File: config.mk
export PLATFORM = sky130hd
export DESIGN_NAME = des_decrypt_core
export DESIGN_NICKNAME = d
export VERILOG_FILES = /design/src/rtl/des_pkg.sv /design/src/rtl/des_f_func.sv /design/src/rtl/des_decrypt_core.sv
export SDC_FILE = /design/constraint.sdc
export NUM_CORES = 1
export LEC_CHECK = 0
export CAP_MARGIN = 25
export CORE_ASPECT_RATIO = 0.6
export CORE_MARGIN = 3
export CORE_UTILIZATION = 45
export CTS_CLUSTER_SIZE = 8
export DETAILED_ROUTE_END_ITERATION = 10
export PLACE_DENSITY = 0.71
export SLEW_MARGIN = 0
export SYNTH_ARGS = -nofsm -noshare
export SYNTH_HDL_FRONTEND = slang
export SYNTH_HIERARCHICAL = 1
export SYNTH_SLANG_ARGS = --single-unit
File: constraint.sdc
create_clock -name clk -period 7.7 [get_ports clk]
set_input_delay 1.54 -clock clk [delete_from_list [all_inputs] [get_ports clk]]
set_output_delay 1.54 -clock clk [all_outputs]
set_load 0.01 [all_outputs]
File: src/rtl/des_pkg.sv
`default_nettype none
// ============================================================================
// des_pkg: DES permutation tables, S-boxes, key shift schedule, FSM encodings.
// Rev 1.0
// ============================================================================
package des_pkg;

    localparam int ROUNDS = 16;

    localparam logic [1:0] S_IDLE  = 2'd0;
    localparam logic [1:0] S_ROUND = 2'd1;
    localparam logic [1:0] S_DONE  = 2'd2;

    // Tables list DES bit numbers, bit 1 being the MSB of the source word.
    localparam int IP_TBL [64] = '{
        58, 50, 42, 34, 26, 18, 10, 2, 60, 52, 44, 36, 28, 20, 12, 4,
        62, 54, 46, 38, 30, 22, 14, 6, 64, 56, 48, 40, 32, 24, 16, 8,
        57, 49, 41, 33, 25, 17,  9, 1, 59, 51, 43, 35, 27, 19, 11, 3,
        61, 53, 45, 37, 29, 21, 13, 5, 63, 55, 47, 39, 31, 23, 15, 7};

    localparam int IP_INV_TBL [64] = '{
        40, 8, 48, 16, 56, 24, 64, 32, 39, 7, 47, 15, 55, 23, 63, 31,
        38, 6, 46, 14, 54, 22, 62, 30, 37, 5, 45, 13, 53, 21, 61, 29,
        36, 4, 44, 12, 52, 20, 60, 28, 35, 3, 43, 11, 51, 19, 59, 27,
        34, 2, 42, 10, 50, 18, 58, 26, 33, 1, 41,  9, 49, 17, 57, 25};

    localparam int E_TBL [48] = '{
        32,  1,  2,  3,  4,  5,  4,  5,  6,  7,  8,  9,
         8,  9, 10, 11, 12, 13, 12, 13, 14, 15, 16, 17,
        16, 17, 18, 19, 20, 21, 20, 21, 22, 23, 24, 25,
        24, 25, 26, 27, 28, 29, 28, 29, 30, 31, 32,  1};

    localparam int P_TBL [32] = '{
        16,  7, 20, 21, 29, 12, 28, 17,  1, 15, 23, 26,  5, 18, 31, 10,
         2,  8, 24, 14, 32, 27,  3,  9, 19, 13, 30,  6, 22, 11,  4, 25};

    localparam int PC1_TBL [56] = '{
        57, 49, 41, 33, 25, 17,  9,  1, 58, 50, 42, 34, 26, 18,
        10,  2, 59, 51, 43, 35, 27, 19, 11,  3, 60, 52, 44, 36,
        63, 55, 47, 39, 31, 23, 15,  7, 62, 54, 46, 38, 30, 22,
        14,  6, 61, 53, 45, 37, 29, 21, 13,  5, 28, 20, 12,  4};

    localparam int PC2_TBL [48] = '{
        14, 17, 11, 24,  1,  5,  3, 28, 15,  6, 21, 10,
        23, 19, 12,  4, 26,  8, 16,  7, 27, 20, 13,  2,
        41, 52, 31, 37, 47, 55, 30, 40, 51, 45, 33, 48,
        44, 49, 39, 56, 34, 53, 46, 42, 50, 36, 29, 32};

    // Encryption left-shift amounts per round; decryption walks it backwards.
    localparam logic [1:0] SHIFT_TBL [16] = '{
        2'd1, 2'd1, 2'd2, 2'd2, 2'd2, 2'd2, 2'd2, 2'd2,
        2'd1, 2'd2, 2'd2, 2'd2, 2'd2, 2'd2, 2'd2, 2'd1};

    // Row-major: index = row*16 + col, row = {b1,b6}, col = b2..b5.
    localparam logic [3:0] SBOX [8][64] = '{
        '{4'd14, 4'd4, 4'd13, 4'd1, 4'd2, 4'd15, 4'd11, 4'd8, 4'd3, 4'd10, 4'd6, 4'd12, 4'd5, 4'd9, 4'd0, 4'd7,
          4'd0, 4'd15, 4'd7, 4'd4, 4'd14, 4'd2, 4'd13, 4'd1, 4'd10, 4'd6, 4'd12, 4'd11, 4'd9, 4'd5, 4'd3, 4'd8,
          4'd4, 4'd1, 4'd14, 4'd8, 4'd13, 4'd6, 4'd2, 4'd11, 4'd15, 4'd12, 4'd9, 4'd7, 4'd3, 4'd10, 4'd5, 4'd0,
          4'd15, 4'd12, 4'd8, 4'd2, 4'd4, 4'd9, 4'd1, 4'd7, 4'd5, 4'd11, 4'd3, 4'd14, 4'd10, 4'd0, 4'd6, 4'd13},
        '{4'd15, 4'd1, 4'd8, 4'd14, 4'd6, 4'd11, 4'd3, 4'd4, 4'd9, 4'd7, 4'd2, 4'd13, 4'd12, 4'd0, 4'd5, 4'd10,
          4'd3, 4'd13, 4'd4, 4'd7, 4'd15, 4'd2, 4'd8, 4'd14, 4'd12, 4'd0, 4'd1, 4'd10, 4'd6, 4'd9, 4'd11, 4'd5,
          4'd0, 4'd14, 4'd7, 4'd11, 4'd10, 4'd4, 4'd13, 4'd1, 4'd5, 4'd8, 4'd12, 4'd6, 4'd9, 4'd3, 4'd2, 4'd15,
          4'd13, 4'd8, 4'd10, 4'd1, 4'd3, 4'd15, 4'd4, 4'd2, 4'd11, 4'd6, 4'd7, 4'd12, 4'd0, 4'd5, 4'd14, 4'd9},
        '{4'd10, 4'd0, 4'd9, 4'd14, 4'd6, 4'd3, 4'd15, 4'd5, 4'd1, 4'd13, 4'd12, 4'd7, 4'd11, 4'd4, 4'd2, 4'd8,
          4'd13, 4'd7, 4'd0, 4'd9, 4'd3, 4'd4, 4'd6, 4'd10, 4'd2, 4'd8, 4'd5, 4'd14, 4'd12, 4'd11, 4'd15, 4'd1,
          4'd13, 4'd6, 4'd4, 4'd9, 4'd8, 4'd15, 4'd3, 4'd0, 4'd11, 4'd1, 4'd2, 4'd12, 4'd5, 4'd10, 4'd14, 4'd7,
          4'd1, 4'd10, 4'd13, 4'd0, 4'd6, 4'd9, 4'd8, 4'd7, 4'd4, 4'd15, 4'd14, 4'd3, 4'd11, 4'd5, 4'd2, 4'd12},
        '{4'd7, 4'd13, 4'd14, 4'd3, 4'd0, 4'd6, 4'd9, 4'd10, 4'd1, 4'd2, 4'd8, 4'd5, 4'd11, 4'd12, 4'd4, 4'd15,
          4'd13, 4'd8, 4'd11, 4'd5, 4'd6, 4'd15, 4'd0, 4'd3, 4'd4, 4'd7, 4'd2, 4'd12, 4'd1, 4'd10, 4'd14, 4'd9,
          4'd10, 4'd6, 4'd9, 4'd0, 4'd12, 4'd11, 4'd7, 4'd13, 4'd15, 4'd1, 4'd3, 4'd14, 4'd5, 4'd2, 4'd8, 4'd4,
          4'd3, 4'd15, 4'd0, 4'd6, 4'd10, 4'd1, 4'd13, 4'd8, 4'd9, 4'd4, 4'd5, 4'd11, 4'd12, 4'd7, 4'd2, 4'd14},
        '{4'd2, 4'd12, 4'd4, 4'd1, 4'd7, 4'd10, 4'd11, 4'd6, 4'd8, 4'd5, 4'd3, 4'd15, 4'd13, 4'd0, 4'd14, 4'd9,
          4'd14, 4'd11, 4'd2, 4'd12, 4'd4, 4'd7, 4'd13, 4'd1, 4'd5, 4'd0, 4'd15, 4'd10, 4'd3, 4'd9, 4'd8, 4'd6,
          4'd4, 4'd2, 4'd1, 4'd11, 4'd10, 4'd13, 4'd7, 4'd8, 4'd15, 4'd9, 4'd12, 4'd5, 4'd6, 4'd3, 4'd0, 4'd14,
          4'd11, 4'd8, 4'd12, 4'd7, 4'd1, 4'd14, 4'd2, 4'd13, 4'd6, 4'd15, 4'd0, 4'd9, 4'd10, 4'd4, 4'd5, 4'd3},
        '{4'd12, 4'd1, 4'd10, 4'd15, 4'd9, 4'd2, 4'd6, 4'd8, 4'd0, 4'd13, 4'd3, 4'd4, 4'd14, 4'd7, 4'd5, 4'd11,
          4'd10, 4'd15, 4'd4, 4'd2, 4'd7, 4'd12, 4'd9, 4'd5, 4'd6, 4'd1, 4'd13, 4'd14, 4'd0, 4'd11, 4'd3, 4'd8,
          4'd9, 4'd14, 4'd15, 4'd5, 4'd2, 4'd8, 4'd12, 4'd3, 4'd7, 4'd0, 4'd4, 4'd10, 4'd1, 4'd13, 4'd11, 4'd6,
          4'd4, 4'd3, 4'd2, 4'd12, 4'd9, 4'd5, 4'd15, 4'd10, 4'd11, 4'd14, 4'd1, 4'd7, 4'd6, 4'd0, 4'd8, 4'd13},
        '{4'd4, 4'd11, 4'd2, 4'd14, 4'd15, 4'd0, 4'd8, 4'd13, 4'd3, 4'd12, 4'd9, 4'd7, 4'd5, 4'd10, 4'd6, 4'd1,
          4'd13, 4'd0, 4'd11, 4'd7, 4'd4, 4'd9, 4'd1, 4'd10, 4'd14, 4'd3, 4'd5, 4'd12, 4'd2, 4'd15, 4'd8, 4'd6,
          4'd1, 4'd4, 4'd11, 4'd13, 4'd12, 4'd3, 4'd7, 4'd14, 4'd10, 4'd15, 4'd6, 4'd8, 4'd0, 4'd5, 4'd9, 4'd2,
          4'd6, 4'd11, 4'd13, 4'd8, 4'd1, 4'd4, 4'd10, 4'd7, 4'd9, 4'd5, 4'd0, 4'd15, 4'd14, 4'd2, 4'd3, 4'd12},
        '{4'd13, 4'd2, 4'd8, 4'd4, 4'd6, 4'd15, 4'd11, 4'd1, 4'd10, 4'd9, 4'd3, 4'd14, 4'd5, 4'd0, 4'd12, 4'd7,
          4'd1, 4'd15, 4'd13, 4'd8, 4'd10, 4'd3, 4'd7, 4'd4, 4'd12, 4'd5, 4'd6, 4'd11, 4'd0, 4'd14, 4'd9, 4'd2,
          4'd7, 4'd11, 4'd4, 4'd1, 4'd9, 4'd12, 4'd14, 4'd2, 4'd0, 4'd6, 4'd10, 4'd13, 4'd15, 4'd3, 4'd5, 4'd8,
          4'd2, 4'd1, 4'd14, 4'd7, 4'd4, 4'd10, 4'd8, 4'd13, 4'd15, 4'd12, 4'd9, 4'd0, 4'd3, 4'd5, 4'd6, 4'd11}};

    function automatic logic [63:0] perm_ip(input logic [63:0] x);
        logic [63:0] res;
        logic [5:0]  pos;
        res = '0;
        for (int i = 0; i < 64; i++) begin
            pos = 6'(64 - IP_TBL[i]);
            res = {res[62:0], x[pos]};
        end
        return res;
    endfunction

    function automatic logic [63:0] perm_ip_inv(input logic [63:0] x);
        logic [63:0] res;
        logic [5:0]  pos;
        res = '0;
        for (int i = 0; i < 64; i++) begin
            pos = 6'(64 - IP_INV_TBL[i]);
            res = {res[62:0], x[pos]};
        end
        return res;
    endfunction

    function automatic logic [55:0] perm_pc1(input logic [63:0] x);
        logic [55:0] res;
        logic [5:0]  pos;
        res = '0;
        for (int i = 0; i < 56; i++) begin
            pos = 6'(64 - PC1_TBL[i]);
            res = {res[54:0], x[pos]};
        end
        return res;
    endfunction

    function automatic logic [47:0] perm_pc2(input logic [55:0] x);
        logic [47:0] res;
        logic [5:0]  pos;
        res = '0;
        for (int i = 0; i < 48; i++) begin
            pos = 6'(56 - PC2_TBL[i]);
            res = {res[46:0], x[pos]};
        end
        return res;
    endfunction

    function automatic logic [47:0] perm_e(input logic [31:0] x);
        logic [47:0] res;
        logic [4:0]  pos;
        res = '0;
        for (int i = 0; i < 48; i++) begin
            pos = 5'(32 - E_TBL[i]);
            res = {res[46:0], x[pos]};
        end
        return res;
    endfunction

    function automatic logic [31:0] perm_p(input logic [31:0] x);
        logic [31:0] res;
        logic [4:0]  pos;
        res = '0;
        for (int i = 0; i < 32; i++) begin
            pos = 5'(32 - P_TBL[i]);
            res = {res[30:0], x[pos]};
        end
        return res;
    endfunction

    // Right-rotate amount before decryption round rnd (1..16).
    function automatic logic [1:0] dec_rot_amt(input logic [4:0] rnd);
        logic [1:0] amt;
        amt = 2'd0;
        if (rnd >= 5'd2 && rnd <= 5'd16) begin
            amt = SHIFT_TBL[4'(5'd17 - rnd)];
        end
        return amt;
    endfunction

    function automatic logic [27:0] rotr28(input logic [27:0] v, input logic [1:0] n);
        logic [27:0] res;
        case (n)
            2'd1:    res = {v[0], v[27:1]};
            2'd2:    res = {v[1:0], v[27:2]};
            default: res = v;
        endcase
        return res;
    endfunction

    // DES keys carry odd parity in every byte.
    function automatic logic key_parity_ok(input logic [63:0] k);
        return (^k[63:56]) & (^k[55:48]) & (^k[47:40]) & (^k[39:32]) &
               (^k[31:24]) & (^k[23:16]) & (^k[15:8])  & (^k[7:0]);
    endfunction

endpackage
`default_nettype wire

File: src/rtl/des_f_func.sv
`default_nettype none
// ============================================================================
// des_f_func: combinational DES round function f(R, K) = P(S(E(R) ^ K)).
// Rev 1.0
// ============================================================================
module des_f_func
    import des_pkg::*;
(
    input  logic [31:0] r,
    input  logic [47:0] k,
    output logic [31:0] f
);

    logic [47:0] mixed;
    logic [31:0] s_out;

    assign mixed = perm_e(r) ^ k;

    for (genvar j = 0; j < 8; j++) begin : g_sbox
        logic [5:0] six;
        assign six = mixed[47 - 6*j -: 6];
        assign s_out[31 - 4*j -: 4] = SBOX[j][{six[5], six[0], six[4:1]}];
    end

    assign f = perm_p(s_out);

endmodule
`default_nettype wire

File: src/rtl/des_decrypt_core.sv
`default_nettype none
// ============================================================================
// des_decrypt_core: iterative single-DES decryptor, one Feistel round per clock.
// Build option DES_DEC_PARITY_CHK_EN adds key parity rejection. Rev 1.0
// ============================================================================
module des_decrypt_core
    import des_pkg::*;
#(
    parameter int HOLD_OUTPUT = 1
) (
    input  logic        clk,
    input  logic        rst_n,
    input  logic        start,
    input  logic [63:0] cipher_text,
    input  logic [63:0] key_din,
    output logic [63:0] plain_text,
    output logic        dat_valid,
    output logic        busy
`ifdef DES_DEC_PARITY_CHK_EN
    ,
    output logic        key_parity_err
`endif
);

    logic [1:0]  state;
    logic [4:0]  cnt;
    logic [31:0] l_half;
    logic [31:0] r_half;
    logic [27:0] c_half;
    logic [27:0] d_half;
    logic [63:0] pt_q;
    logic        valid_q;

    logic [1:0]  rot_amt;
    logic [27:0] c_rot;
    logic [27:0] d_rot;
    logic [47:0] round_key;
    logic [31:0] f_out;
    logic [63:0] ip_blk;
    logic [55:0] pc1_key;
    logic        start_window;
    logic        key_ok;
    logic        accept;

    // K16 first: C/D start at PC1 and rotate right before every later round.
    assign rot_amt   = dec_rot_amt(cnt);
    assign c_rot     = rotr28(c_half, rot_amt);
    assign d_rot     = rotr28(d_half, rot_amt);
    assign round_key = perm_pc2({c_rot, d_rot});
    assign ip_blk    = perm_ip(cipher_text);
    assign pc1_key   = perm_pc1(key_din);

    des_f_func u_f_func (
        .r (r_half),
        .k (round_key),
        .f (f_out)
    );

`ifdef DES_DEC_PARITY_CHK_EN
    assign key_ok = key_parity_ok(key_din);
`else
    assign key_ok = 1'b1;
`endif

    assign start_window = (state == S_IDLE) || (state == S_DONE);
    assign accept       = start && start_window && key_ok;

    always_ff @(posedge clk or negedge rst_n) begin
        if (!rst_n) begin
            state   <= S_IDLE;
            cnt     <= '0;
            l_half  <= '0;
            r_half  <= '0;
            c_half  <= '0;
            d_half  <= '0;
            pt_q    <= '0;
            valid_q <= 1'b0;
        end else begin
            valid_q <= 1'b0;
            if (state == S_ROUND) begin
                if (cnt >= 5'd1 && cnt <= 5'(ROUNDS)) begin
                    l_half <= r_half;
                    r_half <= l_half ^ f_out;
                    c_half <= c_rot;
                    d_half <= d_rot;
                    if (cnt == 5'(ROUNDS)) begin
                        state <= S_DONE;
                        cnt   <= '0;
                    end else begin
                        cnt <= cnt + 5'd1;
                    end
                end else begin
                    state <= S_IDLE;
                    cnt   <= '0;
                end
            end else begin
                // Final swap folds into the {R16, L16} ordering fed to IP^-1.
                if (state == S_DONE) begin
                    pt_q    <= perm_ip_inv({r_half, l_half});
                    valid_q <= 1'b1;
                end
                state <= S_IDLE;
                cnt   <= '0;
                if (accept) begin
                    state  <= S_ROUND;
                    cnt    <= 5'd1;
                    l_half <= ip_blk[63:32];
                    r_half <= ip_blk[31:0];
                    c_half <= pc1_key[55:28];
                    d_half <= pc1_key[27:0];
                end
            end
        end
    end

`ifdef DES_DEC_PARITY_CHK_EN
    always_ff @(posedge clk or negedge rst_n) begin
        if (!rst_n) begin
            key_parity_err <= 1'b0;
        end else begin
            key_parity_err <= start && start_window && !key_ok;
        end
    end
`endif

    assign dat_valid = valid_q;
    assign busy      = (state == S_ROUND);

    if (HOLD_OUTPUT != 0) begin : g_hold_out
        assign plain_text = pt_q;
    end else begin : g_gated_out
        assign plain_text = valid_q ? pt_q : 64'd0;
    end

endmodule
`default_nettype wire
# Yosys cells after proc, flatten, opt, wreduce, memory -nomap -nowiden
# Memory sizes are Yosys's and may differ from the RTL's.
# Cells that the tools add are included.
[totals] ram_bits=0 elab_cells=105 latch_bits=0 n_memories=9 register_bits=192 mem_bits_ro=2080
[classes] shifts=0 div_mod_pow=0 n_mux=43 eq_ne=8 order_cmp=12 bitwise=12 n_reduce_logical=9 mul=0 n_addsub=2
[mem_list] name="(name not given)" depth=64 word_bits=4 rd=1 rd_clocked_by_memory_dff=0 write_ports=0 line_no="des_f_func.sv:22" rtl="assign s_out[31 - 4*j -: 4] = SBOX[j][{six[5], six[0], six[4:1]}];"
[mem_list] name="(name not given)" depth=64 word_bits=4 rd=1 rd_clocked_by_memory_dff=0 write_ports=0 line_no="des_f_func.sv:22"
[mem_list] name="(name not given)" depth=64 word_bits=4 rd=1 rd_clocked_by_memory_dff=0 write_ports=0 line_no="des_f_func.sv:22"
[mem_list] name="(name not given)" depth=64 word_bits=4 rd=1 rd_clocked_by_memory_dff=0 write_ports=0 line_no="des_f_func.sv:22"
[mem_list] name="(name not given)" depth=64 word_bits=4 rd=1 rd_clocked_by_memory_dff=0 write_ports=0 line_no="des_f_func.sv:22"
[mem_list] name="(name not given)" depth=64 word_bits=4 rd=1 rd_clocked_by_memory_dff=0 write_ports=0 line_no="des_f_func.sv:22"
[mem_list] name="3 more memories"
[op_table] operator="32-bit two-way mux" count=6
[op_table] operator="28-bit two-way mux" count=6
[op_table] operator="28-bit one-hot mux with 2 select lines" count=2
[op_table] operator="4-bit two-way mux" count=16
[op_table] operator="7-bit greater-or-equal comparator, second input constant" count=8
[op_table] operator="6-bit NOT with 7-bit output" count=8
[op_table] operator="48-bit bitwise XOR" count=1
[op_table] operator="32-bit bitwise XOR" count=1
[op_table] operator="5-bit two-way mux" count=3
[op_table] operator="2-bit two-way mux" count=6
[op_table] operator="5-bit by 1-bit adder with 5-bit output, second input constant" count=1
[op_table] operator="5-bit == test, second input constant" count=1
[op_table] operator="5-bit by 1-bit greater-or-equal comparator with 1-bit output, second input constant" count=1
[op_table] operator="5-bit by 2-bit greater-or-equal comparator with 1-bit output, second input constant" count=1
[op_table] operator="5-bit greater-or-equal comparator, second input constant" count=1
[op_table] operator="5-bit less-or-equal comparator, second input constant" count=1
[op_table] operator="4-bit NOT with 5-bit output" count=1
[op_table] operator="2-bit by 1-bit == test with 1-bit output, second input constant" count=2
[op_table] operator="2-bit == test, second input constant" count=2
[op_table] operator="1-bit two-way mux" count=4
[op_table] operator="2-bit AND reduction" count=2
[op_table] operator="1-bit by 4-bit subtractor with 4-bit output, first input constant" count=1
[op_table] operator="1-bit logical AND" count=3
[op_table] operator="3-bit by 1-bit != test with 1-bit output, second input constant" count=1
[op_table] operator="7 further kinds" count=7

# Logic depth before layout (Yosys ltp)
# Gate-level depths: netlist of the first run.
[logic_depth] depth_word=16 depth_mapped=23 ltp_nobuf=21

# Cells and area by module
# Netlist of the first run, hierarchy kept.
[modules_own_cells] module="des_decrypt_core" cells_per_inst=1046 area_per_inst_um2=9532.9 seq_area_each_um2=4804.6 n_inst=1
[modules_own_cells] module="des_f_func" cells_per_inst=675 area_per_inst_um2=5236.3 seq_area_each_um2=0.0 n_inst=1

# Least setup slack after synthesis of the first run
# OpenSTA, ideal clock, no wires.
[synth_path] path_kind="reg2reg" start="register cnt[1]" end="register r_half[1]" setup_time_ns=0.127 path_buffers=4 path_stages_with_launch=23 arrival_ns=4.935 synth_period_minus_slack_ns=5.062 slack_ns=2.638 path_cell_list="dfrtp_1 inv_1 ha_1 or3b_4 nor2_1 o221ai_1 ha_1 clkbuf_1 clkbuf_1 clkbuf_1 nand2_1 o21ai_1 xor2_1 ha_1 clkbuf_1 mux4_2 nor2b_1 a311o_1 o31ai_1 xnor2_1 nor2_1 a21oi_1 o21ai_0"
[synth_via] elab_chain_len=16 elab_cells_between_ends=24
[synth_lines] item="from (decl)" line_no="des_decrypt_core.sv:26" rtl="logic [4:0] cnt;"
[synth_lines] item="from (signal assigned)" line_no="des_decrypt_core.sv:90" rtl="cnt <= cnt + 5'd1;"
[synth_lines] item="1-bit by 4-bit subtractor with 4-bit output" line_no="des_pkg.sv:160" rtl="amt = SHIFT_TBL[4'(5'd17 - rnd)];"
[synth_lines] item="4-bit NOT with 5-bit output (not written as such)" line_no="des_pkg.sv:160"
[synth_lines] item="memory 16 x 2 bit"
[synth_lines] item="2-bit two-way mux (not written as such) (2 in a row)" line_no="des_pkg.sv:160"
[synth_lines] item="2-bit two-way mux *" line_no="des_pkg.sv:159" rtl="if (rnd >= 5'd2 && rnd <= 5'd16) begin"
[synth_lines] item="2-bit == test or 2-bit by 1-bit == test with 1-bit output (tied branches)" line_no="des_pkg.sv:167" rtl="case (n)"
[synth_lines] item="28-bit one-hot mux with 2 select lines *" line_no="des_pkg.sv:167"
[synth_lines] item="via c_rot[4]" line_no="des_decrypt_core.sv:35" rtl="logic [27:0] c_rot;"
[synth_lines] item="48-bit bitwise XOR *" line_no="des_f_func.sv:17" rtl="assign mixed = perm_e(r) ^ k;"
[synth_lines] item="6-bit NOT with 7-bit output (not written as such) *" line_no="des_f_func.sv:22"
[synth_lines] item="memory 64 x 4 bit *"
[synth_lines] item="4-bit two-way mux (not written as such) * (2 in a row)" line_no="des_f_func.sv:22"
[synth_lines] item="via f_out[1]" line_no="des_decrypt_core.sv:38" rtl="logic [31:0] f_out;"
[synth_lines] item="32-bit bitwise XOR *" line_no="des_decrypt_core.sv:83" rtl="r_half <= l_half ^ f_out;"
[synth_lines] item="32-bit two-way mux *" line_no="des_decrypt_core.sv:81" rtl="if (cnt >= 5'd1 && cnt <= 5'(ROUNDS)) begin"
[synth_lines] item="32-bit two-way mux *" line_no="des_decrypt_core.sv:80" rtl="if (state == S_ROUND) begin"
[synth_lines] item="to (signal assigned)" line_no="des_decrypt_core.sv:83"
[synth_lines] item="to (signal assigned)" line_no="des_decrypt_core.sv:108" rtl="r_half <= ip_blk[31:0];"
[synth_lines] item="to (decl)" line_no="des_decrypt_core.sv:28" rtl="logic [31:0] r_half;"
# The timed path passes the listed nets; every way through them passes the cells marked *. The select of a mux whose other input is x is not followed.
# A chain may end at the register's enable or synchronous reset.

# Worst setup path in the final report of the first run
[layout_path] start="register cnt[1]" end="register r_half[17]"
[layout_via] elab_chain_len=16 elab_cells_between_ends=24
[layout_lines] item="1-bit by 4-bit subtractor with 4-bit output" line_no="des_pkg.sv:160"
[layout_lines] item="4-bit NOT with 5-bit output (not written as such)" line_no="des_pkg.sv:160"
[layout_lines] item="memory 16 x 2 bit"
[layout_lines] item="2-bit two-way mux (not written as such) (2 in a row)" line_no="des_pkg.sv:160"
[layout_lines] item="2-bit two-way mux *" line_no="des_pkg.sv:159"
[layout_lines] item="2-bit == test or 2-bit by 1-bit == test with 1-bit output (tied branches)" line_no="des_pkg.sv:167"
[layout_lines] item="28-bit one-hot mux with 2 select lines *" line_no="des_pkg.sv:167"
[layout_lines] item="via d_rot[20]" line_no="des_decrypt_core.sv:36" rtl="logic [27:0] d_rot;"
[layout_lines] item="48-bit bitwise XOR *" line_no="des_f_func.sv:17"
[layout_lines] item="6-bit NOT with 7-bit output (not written as such) *" line_no="des_f_func.sv:22"
[layout_lines] item="memory 64 x 4 bit *"
[layout_lines] item="4-bit two-way mux (not written as such) * (2 in a row)" line_no="des_f_func.sv:22"
[layout_lines] item="via f_out[17]" line_no="des_decrypt_core.sv:38"
[layout_lines] item="32-bit bitwise XOR *" line_no="des_decrypt_core.sv:83"
[layout_lines] item="32-bit two-way mux *" line_no="des_decrypt_core.sv:81"
[layout_lines] item="32-bit two-way mux *" line_no="des_decrypt_core.sv:80"
# Marks and branches as above.

==> results of run 1 <==
==> routing by layer <==
metal / wire length [µm] / vias to the layer above
li1: - / 6405
met1: 22210 / 6592
met2: 19470 / 614
met3: 3788 / 55
met4: 798 / 2
met5: 126 / -
==> path summary, 6_finish.rpt <==
path                       slack, ns             end  cells past startpoint
setup reg to reg                1.37      r_half[17]                     17
hold / removal                  0.50  plain_text[14]                      1
min in group asynchronous       1.06          cnt[0]                      1
setup / recovery                1.37      r_half[17]                     17
hold reg to reg                 0.50  plain_text[14]                      1
max in group asynchronous       5.36  plain_text[32]                      2
==> logic make-up (layout without fill, tap and decap cells) <==
logic type / Yosys count / in the layout / share of synthesized area
AOI/OAI and AO/OA: 467 / 467 / 0.2023
xor gates and xnor gates: 129 / 129 / 0.08362
adders and majority gates: 75 / 75 / 0.06320
buffers and inverters: 168 / 312 / 0.04744
DFF: 192 / 192 / 0.3253
muxes: 138 / 138 / 0.1284
other: 0 / 1 / 0
and+or+nand+nor: 552 / 552 / 0.1497
==> layout make-up <==
type / count / area [µm²] / area share
Multi-Input combinational cell: 1361 / 9289 / 0.5278
Sequential cell: 192 / 4805 / 0.2730
Timing Repair Buffer: 233 / 2221 / 0.1262
Tap cell: 416 / 520.5 / 0.02957
Clock buffer: 18 / 439.2 / 0.02495
Inverter: 47 / 176.4 / 0.01002
Clock inverter: 14 / 146.4 / 0.008318
Antenna cell: 1 / 2.502 / 0.0001422
==> flip-flops by register name (all words and copies together) (netlist names) <==
name        cells
c_half         28
cnt             5
d_half         28
dat_valid       1
l_half         32
plain_text     64
r_half         32
state           2
==> metrics by stage <==
step	cells	hold slack, ns	worst slack, ns
floorplan	1721	0.4825	2.638
CTS	2269	0.5083	1.524
global route	2281	0.5232	0.8949
global placement	2237	0.4875	1.731
finish	2282	0.5043	1.367
detailed placement	2237	0.4917	1.550
==> cell usage after synthesis (41+ instances only) <==
master,instances
nand2_1,304
a31oi_1,88
xnor2_1,80
a22oi_1,61
mux2_2,68
a21oi_1,69
nor2_1,178
inv_1,41
ha_1,73
o21ai_0,113
clkbuf_1,80
dfrtp_1,192
==> results.tsv, run 1 <==
stage	metric	value	unit
die	core area	31720	µm²
final_layout	final instance area	17600	µm²
logic_synthesis	Most used DFF post-synth	dfrtp_1	
sta	unrepaired setup endpoints after global routing	no	
critical_path	crit path kind	reg2reg	
logic_synthesis	Mapped Nets	1925	
final_layout	# fillers	2830	
critical_path	WP buf/inv	2	
clock_network	CTS Hold Bufs	0	
die	Die H	146.3	µm
sta	final hold viol count	0	
critical_path	Data required, critical path	8.02	ns
final_layout	share of cells above drive strength 1	0.1099	
clock_network	CTS Buf Count	17	
grt	pin count of the biggest net entering global routing	100	
clock_network	# Post-CTS Setup Buffers	0	
critical_path	worst r2r src	cnt[1]	
logic_synthesis	Area contributors post-synth	dfrtp_1 33%, nand2_1 7.7%, ha_1 6.2%, mux2_2 5.2%, xnor2_1 4.7%	
logic_synthesis	average size of a mapped cell	8.582	µm²
grt	all-layer global routing usage	0.2597	
final_layout	Area Overhead vs Synth	19.16	%
critical_path	CP peak stage delay	1.01	ns
logic_synthesis	Synth async-reset ratio	1.000	
critical_path	CP max stage cell	ha_2	
logic_synthesis	Synth cell types	71	
die	full die area	35100	µm²
sta	Slew @ Worst Pin	1.106	ns
clock_network	CTS resizes	0	
sta	Worst Clk Skew	0.01412	ns
critical_path	Cell Chain, Critical Path	inv_1, ha_1, or3b_4, nor2_1, o221ai_1, ha_2, o21ai_0, xor2_1, inv_1, ha_1, nor3_1, nor3_1, nor3_1, xnor2_1, nor2_1, a21oi_1, o21ai_0	
die	row count	50	
logic_synthesis	Synth Cell Area	14770	µm²
sta	clock period minus worst slack	6.333	ns
grt	antenna violations before repair	0	
logic_synthesis	sequential share of the synthesized area	0.3253	
drt	detailed-router iteration count before antenna repair	6	
drt	post-DR vias/cell	5.989	
clock_network	CTS root buffer	clkbuf_16	
clock_network	TritonCTS clock tree	built	
sta	fin crit share	0.8224	
flow_run	max cap viols	0	
placement	DP HPWL	33.36	mm
sta	final setup fails	0	
min_path	HP Class	reg2reg	
drt	via count	13670	
critical_path	Crit. Startpoint	cnt[1]	
grt	GR peak layer	met1	
final_layout	Final nets	2056	
drt	wire per inst	20.33	µm
critical_path	CP Capture Type	flip-flop	
placement	# port buffers	188	
grt	vias in the first global route	12320	
grt	grt met2 use	0.3659	
final_layout	commonest non-fill, non-tap cells in the layout	304 x nand2_1, 192 x dfrtp_1, 187 x clkdlybuf4s50_1	
critical_path	CP Data Arrival Time	6.65	ns
logic_synthesis	Synthesis Warnings	6	
die	# IOs	197	
drt	Antenna Violating Nets Remaining	0	
final_layout	final core area utilization	0.5549	
grt	met1 Usage GRT	0.3995	
sta	f_max	0.1579	GHz
grt	total congestion overflow	0	
drt	WL final	46.39	mm
sta	Rel. slew slack	0.2551	
clock_network	clk slew on worst S/H paths	0.08	ns
die	starting density of the core	0.4656	
logic_synthesis	post-synth top area cell	dfrtp_1	
drt	First DRT Iteration DRCs	1512	
grt	first-pass GRT wire length	71.52	mm
drt	drt drc	0	
die	die width	239.9	µm
clock_network	clk_lat worst skew	0.47	ns
min_path	HP Start	plain_text[14]	
sta	Slew Limit Fails	0	
clock_network	Clock Path Buffers	2	
clock_network	H-Tree Depth	4	
sta	Final TNS setup	0	ns
placement	post-place instance area	16920	µm²
critical_path	CP most frequent cell	nor3_1	
placement	GP Congestion	0.9533	
outcome	run status	finished clean	
clock_network	clk sinks	192	
logic_synthesis	Synth top area share	0.3253	
logic_synthesis	Post-Synthesis Cells	1721	
critical_path	Worst Path Max Fanout	65	
grt	met3 Track Usage GR	0.05985	
critical_path	Largest delay share family, worst path	adder cells	
critical_path	CP Launch Type	flip-flop	
final_layout	commonest non-fill, non-tap cell in the layout	nand2_1	
logic_synthesis	Post-synth EDFFs	0	
logic_synthesis	Seq cells post-synth	192	
Power of run 1 is not shown: default switching activity piles up to over one toggle a cycle in this logic, so the estimate is an artifact.
==> run 2, diff against run 1 <==
- clock period: 7.7 -> 6.55 ns (I/O delays scaled with it)
==> run 2 against run 1 <==
Register-to-register slack got worse by 0.58 ns; setup slack got worse by 0.58 ns; die area unchanged; critical endpoint is now r_half[2]; critical path type unchanged; first-iteration DRC count decreased by 10%; maximum frequency increased by 9.8%; cell count increased by 0.96%.
==> results.tsv, run 2 (synthesized netlist as in run 1, its figures left out) <==
stage	metric	value	unit	change
final_layout	max FFs per register	64		unchanged
sta	final hold viol count	0		unchanged
die	die width	239.9	µm	unchanged
clock_network	CTS Buf Count	17		unchanged
critical_path	Crit. Startpoint	cnt[1]		unchanged
placement	post-place instance area	17170	µm²	was 16920 µm²
clock_network	CTS resizes	0		unchanged
grt	all-layer global routing usage	0.2601		was 0.2597
flow_run	max cap viols	0		unchanged
critical_path	CP Capture Type	flip-flop		unchanged
drt	via count	13690		was 13670
final_layout	commonest non-fill, non-tap cell in the layout	nand2_1		unchanged
final_layout	commonest non-fill, non-tap cells in the layout	304 x nand2_1, 192 x dfrtp_1, 187 x clkdlybuf4s50_1		unchanged
placement	DP HPWL	33.26	mm	was 33.36 mm
grt	pin count of the biggest net entering global routing	161		was 100
drt	First DRT Iteration DRCs	1359		was 1512
clock_network	TritonCTS clock tree	built		unchanged
sta	unrepaired setup endpoints after global routing	no		unchanged
drt	WL final	45.91	mm	was 46.39 mm
die	row count	50		unchanged
min_path	HP Class	reg2reg		unchanged
clock_network	# Post-CTS Setup Buffers	0		unchanged
grt	first-pass GRT wire length	71.91	mm	was 71.52 mm
clock_network	clk_lat worst skew	0.46	ns	was 0.47 ns
critical_path	worst r2r src	cnt[1]		unchanged
die	core area	31720	µm²	unchanged
sta	Slew @ Worst Pin	1.089	ns	was 1.106 ns
outcome	run status	finished clean		unchanged
drt	detailed-router iteration count before antenna repair	6		unchanged
final_layout	final instance area	17740	µm²	was 17600 µm²
grt	total congestion overflow	0		unchanged
clock_network	Clock Path Buffers	2		unchanged
final_layout	Final nets	2079		was 2056
sta	Worst Clk Skew	0.01340	ns	was 0.01412 ns
critical_path	Worst Path Max Fanout	29		was 65
sta	Slew Limit Fails	0		unchanged
critical_path	Data required, critical path	6.86	ns	was 8.02 ns
placement	GP Congestion	0.9665		was 0.9533
sta	fin crit share	0.8805		was 0.8224
clock_network	CTS Hold Bufs	0		unchanged
clock_network	H-Tree Depth	4		unchanged
clock_network	CTS root buffer	clkbuf_16		unchanged
clock_network	clk sinks	192		unchanged
grt	vias in the first global route	12570		was 12320
critical_path	CP Data Arrival Time	6.08	ns	was 6.65 ns
sta	clock period minus worst slack	5.767	ns	was 6.333 ns
drt	drt drc	0		unchanged
die	Die H	146.3	µm	unchanged
sta	Final TNS setup	0	ns	unchanged
die	# IOs	197		unchanged
critical_path	crit path kind	reg2reg		unchanged
clock_network	clk slew on worst S/H paths	0.07	ns	was 0.08 ns
drt	post-DR vias/cell	5.943		was 5.989
drt	wire per inst	19.93	µm	was 20.33 µm
final_layout	share of cells above drive strength 1	0.1197		was 0.1099
drt	Antenna Violating Nets Remaining	0		unchanged
min_path	HP Start	plain_text[53]		was plain_text[14]
critical_path	CP Launch Type	flip-flop		unchanged
die	starting density of the core	0.4656		unchanged
sta	Rel. slew slack	0.2690		was 0.2551
sta	f_max	0.1734	GHz	was 0.1579 GHz
die	full die area	35100	µm²	unchanged
final_layout	ant diodes	0		was 1
grt	antenna violations before repair	0		unchanged
placement	# port buffers	188		unchanged
sta	final setup fails	0		unchanged
final_layout	Area Overhead vs Synth	20.14	%	was 19.16%
[run 2: cell types whose count changed in the layout (fill, tap and decap cells not counted), moves of 2 or more]
cell      previous run  this run
inv_8                3         0
clkbuf_4             2         0
clkbuf_1             0         2
clkinv_2             1         3
buf_4               42        67
[run 2: stage by stage]
step / instances / utilization / hold WS, ns / worst slack, ns
2_1_floorplan: 1721 / - / 0.4825 / 1.488
3_3_place_gp: 2268 / 0.5413 / 0.4870 / 1.055
3_5_place_dp: 2268 / 0.5413 / 0.4915 / 0.9027
4_1_cts: 2300 / 0.5585 / 0.5091 / 0.8879
5_1_grt: 2304 / 0.5594 / 0.5217 / 0.4495
6_report: 2304 / 0.5594 / 0.5083 / 0.7825
[run 2: routing by layer]
metal  wire, µm  share of wire  global-route usage  up-vias
li1           -              -                   -     6441
met5          0              0                   0        -
met3       4167          0.091             0.07457       41
met1      21750           0.47              0.3936     6684
met4        737          0.016             0.05702        0
met2      19260           0.42              0.3661      526
[run 2: path summary, 6_finish.rpt]
check | slack (ns) | end | cells after the start
worst max-delay path | 0.78 | r_half[2] | 19
min in group asynchronous | 0.98 | c_half[9] | 1
worst min register to register | 0.51 | plain_text[53] | 1
max in group asynchronous | 4.38 | l_half[8] | 2
worst min-delay path | 0.51 | plain_text[53] | 1
worst max register to register | 0.78 | r_half[2] | 19
[run 2: layout make-up]
cell class                      instances  area [µm²]
Inverter                               47       176.4
Timing Repair Buffer                  256        2409
Multi-Input combinational cell       1361        9289
Tap cell                              416       520.5
Sequential cell                       192        4805
Clock inverter                         11       83.83
Fill cell                            2839       13970
Clock buffer                           21       460.4
[run 2: critical path: stages (launching register included)]
cell and delay [ns]:
dfrtp_1 0.45, inv_1 0.16, ha_1 0.21, or3b_4 0.43
nor2_1 0.13, or2_2 0.15, ha_2 0.58, buf_4 0.42
a22oi_1 0.11, o21ai_0 0.61, xnor2_1 0.32, ha_1 0.52
mux2_2 0.35, mux4_2 0.47, mux2i_1 0.16, buf_4 0.17
xnor2_1 0.11, nor2_1 0.05, a21oi_1 0.14, o21ai_0 0.09
Power of run 2 is left out for the same reason.
